===== src/rtl/rv32i_types.sv =====
// Shared rv32i pipeline types.
//
// Contents:
//   forward_rs1_mux_t / forward_rs2_mux_t - legacy fixed forward selects, still used by the
//                                           old datapath.
//   fwd_tag_t        - one tracked post-EX stage {valid, rd, avail_cnt}. Its field widths match
//                      the default rv32i configuration (5-bit rd, LOAD_LAT=1).
//   FWD_SEL_REGFILE  - forward-select code meaning "use the regfile value".
//   fwd_stage_sel()  - forward-select code for tracked stage k.
package rv32i_types;

  localparam int unsigned RV_REG_ADDR_W = 5;
  localparam int unsigned RV_AVAIL_W    = 1;

  // Legacy per-source forward selects.
  typedef enum logic [1:0] {
    Rs1Regfile = 2'd0,
    Rs1ExMem   = 2'd1,
    Rs1MemWb   = 2'd2
  } forward_rs1_mux_t;

  typedef enum logic [1:0] {
    Rs2Regfile = 2'd0,
    Rs2ExMem   = 2'd1,
    Rs2MemWb   = 2'd2
  } forward_rs2_mux_t;

  typedef struct packed {
    logic                     valid;
    logic [RV_REG_ADDR_W-1:0] rd;
    logic [RV_AVAIL_W-1:0]    avail_cnt;
  } fwd_tag_t;

  localparam int unsigned FWD_SEL_REGFILE = 0;

  // Tracked stage k is encoded as k+1 so that 0 stays free for the regfile.
  function automatic int unsigned fwd_stage_sel(input int unsigned k);
    return k + 1;
  endfunction

endpackage


===== src/rtl/fwd_hazard_unit_src_match.sv =====
// Priority match of one source specifier against the tracked post-EX stages.
//
// Ports:
//   src        in   source register specifier
//   en         in   instruction in EX is valid
//   tag_valid  in   per-stage valid bits
//   tag_rd     in   per-stage destination specifiers
//   tag_busy   in   per-stage "load data not yet forwardable"
//   sel        out  0 = regfile, k+1 = forward from stage k (youngest match)
//   not_avail  out  youngest match is still waiting on load data
module fwd_src_match
  import rv32i_types::*;
#(
  parameter int unsigned FWD_DEPTH  = 3,
  parameter int unsigned REG_ADDR_W = 5,
  parameter int unsigned SEL_W      = 2
) (
  input  logic [REG_ADDR_W-1:0]                src,
  input  logic                                 en,
  input  logic [FWD_DEPTH-1:0]                 tag_valid,
  input  logic [FWD_DEPTH-1:0][REG_ADDR_W-1:0] tag_rd,
  input  logic [FWD_DEPTH-1:0]                 tag_busy,
  output logic [SEL_W-1:0]                     sel,
  output logic                                 not_avail
);

  // Scan oldest to youngest so the youngest match overwrites older ones; an older pending
  // load is therefore masked by any younger writer of the same register.
  always_comb begin
    sel       = SEL_W'(FWD_SEL_REGFILE);
    not_avail = 1'b0;
    if (en && (src != '0)) begin
      for (int k = FWD_DEPTH - 1; k >= 0; k--) begin
        if (tag_valid[k] && (tag_rd[k] == src)) begin
          sel       = SEL_W'(fwd_stage_sel(unsigned'(k)));
          not_avail = tag_busy[k];
        end
      end
    end
  end

endmodule


===== src/rtl/fwd_hazard_unit.sv =====
// Forwarding and hazard controller for the rv32i EX stage.
//
// Tracks destination registers of instructions that have left EX in a FWD_DEPTH-deep tag
// shift-register (stage 0 = EX/MEM, 1 = MEM/WB, 2 = WB staging) and derives per-source
// forward selects plus load-use / memory-wait stalls for the instruction currently in EX.
//
// Ports:
//   clk, rst      clock, asynchronous active-high reset
//   ex_valid      valid instruction in EX
//   ex_rs_s       source specifiers, source i at [i*REG_ADDR_W +: REG_ADDR_W]
//   ex_rd_s       destination specifier
//   ex_regf_we    instruction writes the regfile
//   ex_is_load    instruction is a load
//   flush         kill the EX instruction
//   mem_wait      dmem response outstanding; freezes the tracker
//   fwd_sel       per source: 0 = regfile, k+1 = tracked stage k
//   stall         hold PC, IF/ID and ID/EX
//   bubble        insert an invalid entry into stage 0 (load-use)
//
// Optional (macro HAZ_PERF_CNT_EN):
//   perf_stall_cnt  cycles with bubble=1
//   perf_fwd_cnt    unstalled valid cycles with at least one forwarded source
module fwd_hazard_unit
  import rv32i_types::*;
#(
  parameter int unsigned NUM_SRC    = 2,
  parameter int unsigned FWD_DEPTH  = 3,
  parameter int unsigned REG_ADDR_W = 5,
  parameter int unsigned LOAD_LAT   = 1,
  parameter int unsigned SEL_W      = $clog2(FWD_DEPTH + 1)
) (
  input  logic                          clk,
  input  logic                          rst,
  input  logic                          ex_valid,
  input  logic [NUM_SRC*REG_ADDR_W-1:0] ex_rs_s,
  input  logic [REG_ADDR_W-1:0]         ex_rd_s,
  input  logic                          ex_regf_we,
  input  logic                          ex_is_load,
  input  logic                          flush,
  input  logic                          mem_wait,
  output logic [NUM_SRC*SEL_W-1:0]      fwd_sel,
  output logic                          stall,
  output logic                          bubble
`ifdef HAZ_PERF_CNT_EN
  ,
  output logic [31:0]                   perf_stall_cnt,
  output logic [31:0]                   perf_fwd_cnt
`endif
);

  // LOAD_LAT=0 still gets a 1-bit counter that simply never leaves 0.
  localparam int unsigned CNT_W = (LOAD_LAT > 0) ? $clog2(LOAD_LAT + 1) : 1;

  logic [FWD_DEPTH-1:0]                 valid_q, valid_d;
  logic [FWD_DEPTH-1:0][REG_ADDR_W-1:0] rd_q, rd_d;
  logic [FWD_DEPTH-1:0][CNT_W-1:0]      cnt_q, cnt_d;
  logic [FWD_DEPTH-1:0]                 busy;
  logic [NUM_SRC-1:0]                   src_not_avail;
  logic                                 hazard;
  logic                                 insert;

  always_comb begin
    busy = '0;
    for (int k = 0; k < FWD_DEPTH; k++) begin
      busy[k] = (cnt_q[k] != '0);
    end
  end

  for (genvar i = 0; i < NUM_SRC; i++) begin : g_src
    fwd_src_match #(
      .FWD_DEPTH (FWD_DEPTH),
      .REG_ADDR_W(REG_ADDR_W),
      .SEL_W     (SEL_W)
    ) u_match (
      .src      (ex_rs_s[i*REG_ADDR_W +: REG_ADDR_W]),
      .en       (ex_valid),
      .tag_valid(valid_q),
      .tag_rd   (rd_q),
      .tag_busy (busy),
      .sel      (fwd_sel[i*SEL_W +: SEL_W]),
      .not_avail(src_not_avail[i])
    );
  end

  // A flushed instruction never needs its operands, so a flush suppresses the load-use bubble.
  always_comb begin
    hazard = ex_valid & (|src_not_avail);
    bubble = hazard & ~mem_wait & ~flush;
    stall  = mem_wait | bubble;
    insert = ex_valid & ex_regf_we & ~bubble & ~flush & (ex_rd_s != '0);
  end

  always_comb begin
    valid_d = valid_q;
    rd_d    = rd_q;
    cnt_d   = cnt_q;
    if (!mem_wait) begin
      for (int k = 1; k < FWD_DEPTH; k++) begin
        valid_d[k] = valid_q[k-1];
        rd_d[k]    = rd_q[k-1];
        cnt_d[k]   = (cnt_q[k-1] != '0) ? cnt_q[k-1] - CNT_W'(1) : '0;
      end
      valid_d[0] = insert;
      rd_d[0]    = insert ? ex_rd_s : '0;
      cnt_d[0]   = (insert && ex_is_load) ? CNT_W'(LOAD_LAT) : '0;
    end
  end

  always_ff @(posedge clk or posedge rst) begin
    if (rst) begin
      valid_q <= '0;
      rd_q    <= '0;
      cnt_q   <= '0;
    end else begin
      valid_q <= valid_d;
      rd_q    <= rd_d;
      cnt_q   <= cnt_d;
    end
  end

`ifdef HAZ_PERF_CNT_EN
  always_ff @(posedge clk or posedge rst) begin
    if (rst) begin
      perf_stall_cnt <= '0;
      perf_fwd_cnt   <= '0;
    end else begin
      if (bubble) begin
        perf_stall_cnt <= perf_stall_cnt + 32'd1;
      end
      if (!stall && ex_valid && (fwd_sel != '0)) begin
        perf_fwd_cnt <= perf_fwd_cnt + 32'd1;
      end
    end
  end
`endif

endmodule


===== config.mk =====
export PLATFORM = sky130hd
export DESIGN_NAME = fwd_hazard_unit
export DESIGN_NICKNAME = d
export VERILOG_FILES = /design/src/rtl/rv32i_types.sv /design/src/rtl/fwd_hazard_unit_src_match.sv /design/src/rtl/fwd_hazard_unit.sv
export SDC_FILE = /design/constraint.sdc
export NUM_CORES = 1
export LEC_CHECK = 0
export BUFFER_PORTS_ARGS = -buffer_cell sky130_fd_sc_hd__clkbuf_2
export CELL_PAD_IN_SITES_DETAIL_PLACEMENT = 0
export CELL_PAD_IN_SITES_GLOBAL_PLACEMENT = 1
export CORE_UTILIZATION = 35
export CTS_CLUSTER_DIAMETER = 150
export CTS_CLUSTER_SIZE = 20
export DETAILED_ROUTE_END_ITERATION = 10
export GPL_ROUTABILITY_DRIVEN = 0
export GPL_TIMING_DRIVEN = 0
export PLACE_DENSITY = 0.76
export SETUP_SLACK_MARGIN = 0.1
export SLEW_MARGIN = 20
export SYNTH_ARGS = -nofsm -noshare
export SYNTH_HDL_FRONTEND = slang
export SYNTH_SLANG_ARGS = --single-unit

===== constraint.sdc =====
create_clock -name clk -period 2 [get_ports clk]
set_input_delay 0.1 -clock clk [delete_from_list [all_inputs] [get_ports clk]]
set_output_delay 0.1 -clock clk [all_outputs]
set_load 0.02 [all_outputs]

==> results.yml, run 1 <==
finish:
  area_delta_synth_final_pct: 32.8
  n_antenna_cell: 0
  fin_area_um2: 1590
  drive_gt1_share_pct: 42.9
  final_cells: 207
  final_net_count: 186
worst_setup_path:
  endpoint_kind: "primary output"
  critPathKind: "reg2out"
  rr_startpoint: "rd_q[3]"
  reg2reg_slack_ns: 0.12
  crit_arrival_ns: 2.01
  worstPathRequired_ns: 1.90
  startpoint_type: "flip-flop"
  crit_fanout: 3
  worstReg2RegEnd: "rd_q[0]"
  r2r_cells: 7
sta:
  slew_headroom_pct: 50.8
  rsz0062_at_grt: "true"
  worst_slack_ns: -0.112
  hold_viol: 0
  skew_ns: 0.0169
  final.min_clock_period_ns: 2.11
  hold_slack_ns: 0.00498
  finalMaxSlewViolations: 0
  period_share_pct: 106
  fmax_mhz: 473
  tightest_slew_ns: 0.737
  setup_viol: 2
global_routing:
  grt_pass1_vias: 1031
  grt_max_degree: 20
  globalRoute.totalOverflow: 0
  grt_pass1_wl_mm: 4.69
  grt_usage_pct: 18.0
  grt_antenna_before_repair: 0
synth:
  yosys_warnings: 0
  synth_top_area_share_pct: 39.8
  synth-seq-cells: 19
  seq_area_frac_synth_pct: 39.8
  async_reset_ff_share_pct: 100
  ys_top_cells_by_area: "dfrtp_1 (40%), xor2_1 (15%), mux2_2 (11%)"
  syn_nets: 140
  synth-main-ff-cell: "dfrtp_1"
  avgSynthCellArea_um2: 10.1
  synth_top_cell_by_area: "dfrtp_1"
  synth_area_um2: 1190
  synth_edf_count: 0
  synth.distinct_cells: 25
  syn_inst: 118
floorplan:
  initial_core_util_pct: 37.9
  die_h_um: 60.4
  rows: 20
  chipWidth_um: 60.4
  die_area_um2: 3650
  core_um2: 3150
  pin_count: 28
clock_network:
  cts_buffer_depth: 2
  cts-root-buf: "clkbuf_4"
  cts_buffers: 3
  clk_pin_slew_ns: 0.12
  cts.htree.levels: 1
  cts_tree: "built"
  clkSinkCount: 19
  insertion_delay_ns: 0.31
hold_path:
  min_from: "ex_rd_s[4]"
  min_to: "rd_q[4]"
  worstHoldPathCells: 3
  hold_path_class: "in2reg"
routing:
  drc: 0
  antenna_left: 0
  vias: 1027
  wl_per_cell_um: 13.8
  drt-initial-drc-count: 18
  wl_mm: 2.85
  drt_pass1_iterations: 4
  viasPerCell: 4.96
placement:
  placed_cells: 189
  dp.final_hpwl_mm: 2.09
  place_ws_ns: 0.0801
  port_buffers: 27
  dpl_cell_area_um2: 1390
outcome:
  status: "finished, violations left"
  violations: "negative setup slack"
power:
  powerDensity_nw_per_um2: 501
  leakage_uw: 0.000765
  ir_worst_vdd_mv: 0.315
run:
  cap_violations: 0
how the worst max path moves through the flow:
stage / from / end / slack [ns] / cells past startpoint
2_1_floorplan: rd_q[2] / stall / 0.19 / 5
3_3_place_gp: rd_q[2] / stall / 0.1 / 6
3_5_place_dp: rd_q[1] / stall / 0.08 / 6
4_1_cts: rd_q[3] / stall / -0.1 / 6
5_1_grt: rd_q[2] / stall / -0.18 / 6
6_report: rd_q[3] / stall / -0.11 / 6
layout by cell type, fill, tap and decap left out:
master | Yosys | routed
nand3_1 | 3 | 3
xor2_1 | 20 | 20
buf_4 | 0 | 16
nor2b_1 | 1 | 1
nor4_1 | 5 | 2
clkbuf_8 | 0 | 2
nand4b_1 | 1 | 1
dfrtp_2 | 0 | 4
o21ai_0 | 8 | 7
nor3_1 | 2 | 2
clkinv_2 | 0 | 1
xnor2_1 | 10 | 8
clkbuf_2 | 0 | 21
o31ai_1 | 1 | 1
clkbuf_1 | 2 | 2
clkbuf_4 | 0 | 4
or2_1 | 1 | 1
nand2_1 | 16 | 16
or4_4 | 1 | 1
a21oi_4 | 1 | 1
buf_1 | 1 | 1
a31oi_1 | 1 | 1
a311oi_1 | 1 | 1
and3_1 | 3 | 3
inv_1 | 2 | 2
or4_1 | 3 | 3
o21ai_1 | 0 | 1
nor4_2 | 0 | 3
nor2_1 | 1 | 1
o31ai_2 | 1 | 1
mux2_2 | 12 | 12
dfrtp_1 | 19 | 15
dlygate4sd3_1 | 0 | 1
o21ai_2 | 2 | 2
xnor2_2 | 0 | 2
per-stage QoR:
stage          TNS (ns)  utilization [%]  total power, uW
4_1_cts          -0.213             49.1              792
3_3_place_gp          0             43.9              570
5_1_grt          -0.555             50.3              841
2_1_floorplan         0                -              515
6_report         -0.213             50.3              794
3_5_place_dp          0             43.9              575
state kept, by name, summed over array words and instances (netlist names):
name and cells:
valid_q 3, busy 1, rd_q 15
kinds of logic after synthesis:
| logic type | count (synthesis) | share of synthesized area, % |
|---|---|---|
| buffers and inverters | 5 | 1.57 |
| muxes | 12 | 11.3 |
| and+or+nand+nor | 37 | 16.2 |
| xor gates and xnor gates | 30 | 22.0 |
| AOI/OAI and AO/OA | 15 | 9.11 |
| DFF | 19 | 39.8 |
Yosys cell counts (2+ instances only):
cell	number
nor3_1	2
nor4_1	5
xnor2_1	10
dfrtp_1	19
o21ai_2	2
or4_1	3
inv_1	2
o21ai_0	8
and3_1	3
nand2_1	16
nand3_1	3
clkbuf_1	2
mux2_2	12
xor2_1	20
worst max-delay path: stages (launching register included):
cell and delay, ns:
dfrtp_2 0.47, xnor2_2 0.13, nand2_1 0.08, or4_4 0.56
a21oi_4 0.18, or2_1 0.13, clkbuf_8 0.14
power breakdown:
| group | switching (uW) | leakage, uW | total [uW] | internal, uW |
|---|---|---|---|---|
| clock network | 125 | 0.0000177 | 199 | 74.6 |
| registers | 23.5 | 0.000254 | 427 | 404 |
| logic | 83.2 | 0.000494 | 168 | 84.4 |
| total | 231 | 0.000765 | 794 | 563 |
per-layer routing:
| layer | global-route usage [%] | vias to the layer above | wire (um) |
|---|---|---|---|
| met5 | 0 | - | 0 |
| met4 | 7.47 | 0 | 46 |
| met3 | 2.56 | 5 | 110 |
| met2 | 30.1 | 26 | 1330 |
| met1 | 23.3 | 489 | 1370 |
| li1 | - | 507 | - |
cell type report:
class                           count  area [um2]
Inverter                            2        7.51
Tap cell                           44        55.1
Multi-Input combinational cell     94         734
Timing Repair Buffer               41         270
Clock buffer                        3        22.5
Buffer                              3        11.3
Clock inverter                      1        5.00
Fill cell                         323        1570
Sequential cell                    19         480
repair_timing:
action | in CTS | in global routing
endpoints found under the hold margin | 19 | 0
resized for setup | 13 | 8
hold buffers | 1 | 0
pin swaps | 10 | 9
cloned | 0 | 0
endpoints found under the setup margin | 6 | 9
setup buffers | 11 | 2
(Power assumes the default switching activity.)
==> inputs of run 2 (changes only) <==
Settings changed: SKIP_LAST_GASP from default to 1.
==> run 2 against run 1 <==
  * The run still ends with negative setup slack left
  * Sequential power is essentially flat
  * Register-to-register slack is essentially flat
  * Power is essentially flat
  * Fmax shrank 0.12%
  * Largest cell class unchanged
  * Largest power group unchanged
  * Highest routed layer unchanged
==> results.yml, run 2 (synthesis gave the netlist of run 1 again) <==
outcome:
  status: "finished, violations left"
  violations: "negative setup slack"
global_routing:
  grt_antenna_before_repair: 0
  grt_pass1_wl_mm: 4.68
  globalRoute.totalOverflow: 0
  grt_usage_pct: 17.9
  grt_pass1_vias: 1029
  grt_max_degree: 20
routing:
  drt-initial-drc-count: 18
  viasPerCell: 4.93
  drc: 0
  vias: 1020
  antenna_left: 0
  wl_per_cell_um: 13.8
  drt_pass1_iterations: 4
  wl_mm: 2.85
run:
  cap_violations: 0
sta:
  finalMaxSlewViolations: 0
  fmax_mhz: 473
  slew_headroom_pct: 51.1
  hold_viol: 0
  final.min_clock_period_ns: 2.11
  rsz0062_at_grt: "true"
  worst_slack_ns: -0.115
  period_share_pct: 106
  skew_ns: 0.0154
  setup_viol: 3
  tightest_slew_ns: 0.733
floorplan:
  initial_core_util_pct: 37.9
  rows: 20
  die_area_um2: 3650
  core_um2: 3150
  die_h_um: 60.4
  pin_count: 28
  chipWidth_um: 60.4
worst_setup_path:
  crit_fanout: 3
  endpoint_kind: "primary output"
  r2r_cells: 7
  reg2reg_slack_ns: 0.11
  critPathKind: "reg2out"
  crit_arrival_ns: 2.01
  worstReg2RegEnd: "rd_q[0]"
  rr_startpoint: "rd_q[3]"
  cp-endpoint: "stall"
  worstPathRequired_ns: 1.90
  crit_start: "rd_q[3]"
  startpoint_type: "flip-flop"
finish:
  top_register: "rd_q"
  drive_gt1_share_pct: 42.9
  fin_util_pct: 50.2
  largest_register_ffs: 15
  regArea_um2: 480
  n_antenna_cell: 0
  multi_input_area_um2: 734
  final_common_cell: "clkbuf_2"
  final_cell_mix: "clkbuf_2 (22), xor2_1 (20), nand2_1 (16), dfrtp_1 (15), buf_4 (15)"
  n_fill_cell: 322
  fin_area_um2: 1580
  final_net_count: 186
  area_delta_synth_final_pct: 32.4
placement:
  port_buffers: 27
  dpl_cell_area_um2: 1390
  dp.final_hpwl_mm: 2.09
power:
  ir_worst_vdd_mv: 0.316
  powerDensity_nw_per_um2: 502
  leakage_uw: 0.000766
hold_path:
  min_from: "ex_rd_s[4]"
  hold_path_class: "in2reg"
clock_network:
  cts_tree: "built"
  cts_buffer_depth: 2
  insertion_delay_ns: 0.31
  clk_pin_slew_ns: 0.12
  cts-root-buf: "clkbuf_4"
  cts_buffers: 3
  clkSinkCount: 19
  cts.htree.levels: 1
[run 2: cell counts in the layout (fill, tap and decap cells not counted)]
Identical to the previous run, type by type.
[run 2: area by class of cell]
cell class | count | share of cell area [%]
Buffer | 3 | 0.712
Clock buffer | 3 | 1.42
Multi-Input combinational cell | 94 | 46.4
Timing Repair Buffer | 41 | 16.8
Sequential cell | 19 | 30.4
Clock inverter | 1 | 0.316
Inverter | 2 | 0.475
Tap cell | 44 | 3.48
[run 2: critical path: stages (launching register included)]
cell	delay, ns
dfrtp_2	0.47
xnor2_2	0.13
nand2_1	0.08
or4_4	0.56
a21oi_4	0.18
or2_1	0.13
clkbuf_8	0.14
[run 2: where the power goes]
group | leakage (uW) | switching (uW) | total, uW | internal, uW
logic | 0.000494 | 83.3 | 168 | 84.3
clock network | 0.0000177 | 124 | 199 | 74.6
registers | 0.000254 | 23.5 | 427 | 404
[run 2: how the worst min path moves through the flow]
stage	to	slack, ns	cells after the start
floorplan	busy[0]	0.05	1
global placement	rd_q[8]	0.22	2
detailed placement	rd_q[8]	0.24	2
CTS	rd_q[4]	0.005	3
global route	busy[0]	0.01	3
finish	rd_q[4]	0.007	3
[run 2: through the flow]
stage          total power (uW)  setup TNS [ns]  setup slack [ns]  hold WS, ns  cells
2_1_floorplan               515               0             0.192       0.0511    118
3_3_place_gp                570               0            0.0953        0.217    189
3_5_place_dp                575               0            0.0801        0.242    189
4_1_cts                     792          -0.213           -0.0992      0.00456    205
5_1_grt                     841          -0.573            -0.183       0.0120    207
6_report                    794          -0.234            -0.115      0.00717    207
[run 2: routing by layer]
metal  GRT usage, %  wire, um  vias up
li1               -         -      506
met1           23.1      1380      483
met2           30.1      1330       27
met3           2.56       109        4
met4           7.47        34        0
met5              0         0        -
[run 2: timing repair]
action	4_1_cts	5_1_grt
setup buffers	11	2
gates cloned	0	0
pin swaps	10	8
resized for setup	11	8
endpoints found under the hold margin	19	0
endpoints found under the setup margin	6	9
hold buffers	1	0
